$ cat config.mk
export PLATFORM = sky130hd
export DESIGN_NAME = mdv_issue_ctrl
export DESIGN_NICKNAME = d
export VERILOG_FILES = /design/src/rtl/mdv_issue_ctrl.sv
export SDC_FILE = /design/constraint.sdc
export NUM_CORES = 1
export LEC_CHECK = 0
export CAP_MARGIN = 20
export CORE_MARGIN = 2
export CORE_UTILIZATION = 40
export DETAILED_ROUTE_END_ITERATION = 10
export PLACE_DENSITY = 0.74
export SLEW_MARGIN = 20
export SYNTH_ARGS = -nofsm -noshare
export SYNTH_HDL_FRONTEND = slang
export SYNTH_SLANG_ARGS = --single-unit
$ cat constraint.sdc
create_clock -name clk -period 2.9 [get_ports clk]
set_input_delay 0.29 -clock clk [delete_from_list [all_inputs] [get_ports clk]]
set_output_delay 0.29 -clock clk [all_outputs]
set_load 0.03 [all_outputs]
$ cat src/rtl/mdv_issue_ctrl.sv
// Issue/stall controller for the HI/LO multiply-divide unit: drives start/op, stalls D, checks busy latency.
// Optional performance counters are enabled by defining MDV_PERF_EN.
package databus;
   typedef enum logic [3:0] {
      MDV_none,
      MDV_mult,
      MDV_multu,
      MDV_div,
      MDV_divu,
      MDV_mfhi,
      MDV_mflo,
      MDV_mthi,
      MDV_mtlo
   } MDVOPTION;
endpackage

module mdv_issue_ctrl
   import databus::*;
#(
   parameter int MUL_LAT = 5,
   parameter int DIV_LAT = 10
) (
   input  logic     clk,
   input  logic     reset,
   input  logic     d_valid,
   input  MDVOPTION d_mdvop,
   input  logic     e_valid,
   input  logic     e_flush,
   input  MDVOPTION e_mdvop,
   input  logic     mdv_busy,
   output logic     mdv_start,
   output MDVOPTION mdv_op,
   output logic     stall_d,
   output logic     proto_err
`ifdef MDV_PERF_EN
   ,
   output logic [31:0] perf_stall_cycles,
   output logic [31:0] perf_md_issued
`endif
);

   localparam int MAX_LAT = (MUL_LAT > DIV_LAT) ? MUL_LAT : DIV_LAT;
   localparam int CNT_W   = $clog2(MAX_LAT + 1);

   typedef enum logic {ST_IDLE, ST_BUSY} state_e;

   state_e             state_q, state_d;
   logic [CNT_W-1:0]   cnt_q, cnt_d;
   logic               err_q, err_d;
   logic               e_go;
   logic               inflight;
   logic [CNT_W-1:0]   lat_sel;

   function automatic logic is_md(input MDVOPTION op);
      return (op == MDV_mult) || (op == MDV_multu) || (op == MDV_div) || (op == MDV_divu);
   endfunction

   function automatic logic is_mdv(input MDVOPTION op);
      return op != MDV_none;
   endfunction

   // BUSY with cnt==0 and busy low is the retiring cycle: it no longer holds D.
   assign inflight = (state_q == ST_BUSY) && ((cnt_q != '0) || mdv_busy);
   assign e_go     = e_valid && !e_flush && !reset;
   assign lat_sel  = ((e_mdvop == MDV_mult) || (e_mdvop == MDV_multu)) ? CNT_W'(MUL_LAT)
                                                                        : CNT_W'(DIV_LAT);

   always_comb begin
      mdv_op    = e_go ? e_mdvop : MDV_none;
      mdv_start = e_go && is_md(e_mdvop);
      stall_d   = !reset && d_valid && is_mdv(d_mdvop) && (mdv_busy || mdv_start || inflight);
   end

   always_comb begin
      state_d = state_q;
      cnt_d   = cnt_q;
      err_d   = err_q;
      case (state_q)
         ST_IDLE: begin
            if (mdv_busy) err_d = 1'b1;
            if (mdv_start) begin
               state_d = ST_BUSY;
               cnt_d   = lat_sel;
            end
         end
         ST_BUSY: begin
            if (mdv_busy != (cnt_q != '0)) err_d = 1'b1;
            if (mdv_start) begin
               // A start while still in flight means an md op slipped past the stall.
               if (inflight) err_d = 1'b1;
               cnt_d = lat_sel;
            end else if (cnt_q != '0) begin
               cnt_d = cnt_q - 1'b1;
            end else if (!mdv_busy) begin
               state_d = ST_IDLE;
            end
         end
         default: state_d = ST_IDLE;
      endcase
   end

   always_ff @(posedge clk) begin
      if (reset) begin
         state_q <= ST_IDLE;
         cnt_q   <= '0;
         err_q   <= 1'b0;
      end else begin
         state_q <= state_d;
         cnt_q   <= cnt_d;
         err_q   <= err_d;
      end
   end

   assign proto_err = err_q;

`ifdef MDV_PERF_EN
   logic [31:0] perf_stall_q, perf_issued_q;

   always_ff @(posedge clk) begin
      if (reset) begin
         perf_stall_q  <= '0;
         perf_issued_q <= '0;
      end else begin
         if (stall_d)   perf_stall_q  <= perf_stall_q + 32'd1;
         if (mdv_start) perf_issued_q <= perf_issued_q + 32'd1;
      end
   end

   assign perf_stall_cycles = perf_stall_q;
   assign perf_md_issued    = perf_issued_q;
`endif

endmodule

==> results.md <==
* WP depth at 7
* DRC at 0
* Number of vias per cell at 5.47
* Iter 0 DRT Violations at 13
* Mean Syn Cell Area at 8.95 um^2
* Die ar. at 1600 um^2
* Compound-Gate Fraction of Synth Area at approximately a quarter
* Final-report hold violation count at 0
* H-tree depth at 1
* Dpl hpwl at 962 um
* Tmin final at 2560 ps
* Finish-stage setup viols at 0
* Layout cell share with drive strength beyond 1 at 19.8%
* Worst-Skew Late Latency at 250 ps
* Pwr Density at 311 nW/um^2
* Ys flop type: dfxtp_1
* Async S/R FF share, synth at 0%
* Post-synthesis xor/xnor area fraction at 0%
* Post-synth EDFFs at 0
* Slowest cell on the critical path: or4_4
* Hold Path Class: reg -> reg
* DR vias at 520
* Max-cap violations at 0
* Vias in the first global route at 468
* Total wire length at around 1.2 mm
* P_leak at 0.287 nW
* Simple-gate share of the synthesized area at 40.5%
* # rows at 12
* Setup crit start kind: input pin
* Final net count at around 100
* Power share of the clock group at between 30% and 40%
* Initial antenna violation count at 0
* Post-Syn Area at 519 um^2
* WL/cell at 12.9 um
* Final Cell Area at roughly 750 um^2
* CP endpoint: stall_d
* Clock Tree Buf Depth at 2
* Reg2Reg Depth at 4
* Dpl cell area at 732 um^2
* Final core utilization at 65.3%
* Worst Path Required at 2610 ps
* Crit path launch: e_valid
* Max-slew violation count at 0
* Comb pwr share at between 20 and 30%
* Inserted Clock Buffers at 3
* Largest net degree at the start of global routing at 13
* Hold_buf cts at 0
* Root buf cell: clkbuf_4
* Area Growth Syn to Fin at 45.3%
* Crit path buf inv count at 3
* Syn_nets at between 70 and 80
* Drt pass-1 iters at 4
* First-pass GRT wire length at 1.99 mm
* Overflow after GRT at 0
* Critical Path Fanout Max at 8
* Worst Setup End Kind: output pin
* Buffers on Ports at 20
* Max-Slew Margin vs Limit at 67.0%
* CP cell instances: clkdlybuf4s50_1 > or3b_1 > or4_4 > clkinv_4 > nor3_1 > nor4b_2 > buf_4
* RSZ-0062 raised after global routing: no
* Clk slew on worst S/H paths at 50 ps
* Pint at between 150 and 200 uW
* Worst path max stage delay at 570 ps
* I/O Pins at 21
* Resize count post-CTS at 0
* Total net switching power at 65.5 uW
* Ant diodes at 0
* Endpoint of the worst register-to-register path: cnt_q[3]$_SDFFE_PP0P_
* Critical R2R Launch: state_q$_SDFF_PP0_
* Sequential share of the synthesized area at 23.1%
* Outcome: finished clean
* Syn. warnings at 0
* GPL Wtd Cong at 0.716
* Cell family with most CP delay: simple AND/OR/NAND/NOR gates
* Largest family of logic cells by synthesized area: simple AND/OR/NAND/NOR gates
* Fmax at 391 MHz
* Antenna Nets Post-Route at 0
* CP Class: in -> out
* Switching part of the total at 27.9%
* TritonCTS Sinks at 6
* Total track usage at 19.1%
* Synthesis-stage register bit count at 6
* Distinct cells, synth at 32
* Setup TNS at 0 ps
* Post-synthesis adder-cell area fraction at 4.82%
* CTS tree: done
* Flop pwr share at 37.6%
* Mux contribution to synthesized area at 0%
* DIE HEIGHT at ~40 um
* Worst R2R Setup Slack at 1110 ps
* Worst Max-Slew Pin Slew at 494 ps
* Final period util at 88.2%
* WP data arrival at 2270 ps
* Post-CTS Setup Inserts at 0
* Final Skew at between 3 and 4 ps
* Die width at 40.0 um
* Initial Util at about 45%
* Core area at approximately 1200 um^2
* VDD IR-drop max at 0.000190 V
* Cells after Synth at 58
[routing by layer]
layer	global-route usage, %	part of all wire [%]
met5	0	0
met4	7.76	1.3
met3	3.33	2.9
met2	33.5	48
met1	22.5	48
[through the flow]
step           setup slack [ps]  std cells  hold slack, ps  power, mW
2_1_floorplan               441         58             467      0.123
3_3_place_gp                363         92             498      0.156
3_5_place_dp                346         92             502      0.157
4_1_cts                     335         95             508      0.237
5_1_grt                     253         95             538      0.245
6_report                    341         95             507      0.235
[power groups by stage]
stage	clock network [mW]	logic, mW	registers, mW
6_report	0.0800	0.0668	0.0883
5_1_grt	0.0852	0.0715	0.0884
4_1_cts	0.0818	0.0671	0.0882
3_5_place_dp	0	0.0669	0.0897
3_3_place_gp	0	0.0660	0.0897
2_1_floorplan	0	0.0321	0.0907
[worst min path at each step]
stage	startpoint	endpoint	slack (ps)	depth (start not counted)
3_5_place_dp	cnt_q[0]$_SDFFE_PP0P_	cnt_q[0]$_SDFFE_PP0P_	500	2
3_3_place_gp	cnt_q[0]$_SDFFE_PP0P_	cnt_q[0]$_SDFFE_PP0P_	500	2
5_1_grt	cnt_q[0]$_SDFFE_PP0P_	cnt_q[0]$_SDFFE_PP0P_	540	2
6_report	cnt_q[0]$_SDFFE_PP0P_	cnt_q[0]$_SDFFE_PP0P_	510	2
4_1_cts	cnt_q[0]$_SDFFE_PP0P_	cnt_q[0]$_SDFFE_PP0P_	510	2
2_1_floorplan	cnt_q[0]$_SDFFE_PP0P_	cnt_q[0]$_SDFFE_PP0P_	470	2
[logic make-up (layout without fill, tap and decap cells)]
kind of cell / count (synthesis) / after routing
fa+ha+maj: 2 / 2
compound gates: 15 / 15
buf+inv: 6 / 29
flops: 6 / 6
simple gates: 29 / 29
[cell type report]
cell class	instances	area, um^2
clock buffer	3	22.5
fill	98	402
inverter	4	20.0
multi-input combinational	46	364
sequential	6	120
tap	14	17.5
timing repair buffer	22	210
[cell usage after synthesis, types with 2 or more instances]
master	n	share of area (%)
dfxtp_1	6	23
and2_1	5	6.0
nor3_1	5	4.8
nor3b_1	4	5.8
inv_1	3	2.2
o21a_1	3	4.3
a211oi_1	2	2.9
a21oi_1	2	1.9
a311oi_2	2	5.8
ha_1	2	4.8
nor2b_1	2	2.4
nor4b_1	2	3.4
[placed cells by master (no fill, tap or decap), drive strengths merged, types with 2 or more instances in the layout]
cell type / synthesis / final
nor4b: 3 / 3
and2: 5 / 5
o21a: 3 / 3
a311oi: 2 / 2
a21oi: 2 / 2
dfxtp: 6 / 6
buf: 1 / 4
nor2b: 2 / 2
nand2b: 2 / 2
nor3: 6 / 6
inv: 3 / 3
nor3b: 4 / 4
ha: 2 / 2
o21ba: 2 / 2
clkbuf: 1 / 3
clkdlybuf4s50: 0 / 18
a211oi: 2 / 2
[flip-flops by register name, indices dropped and copies added, names as in the netlist]
signal / count
cnt_q: 4
proto_err: 1
state_q: 1
[worst register-to-register path, stage by stage, from the launching register on]
cell and delay (ps):
dfxtp_1 540, or4b_2 640, and2_1 180, o21a_1 170, o21ba_1 160
Power figures use the tool's default switching activity.
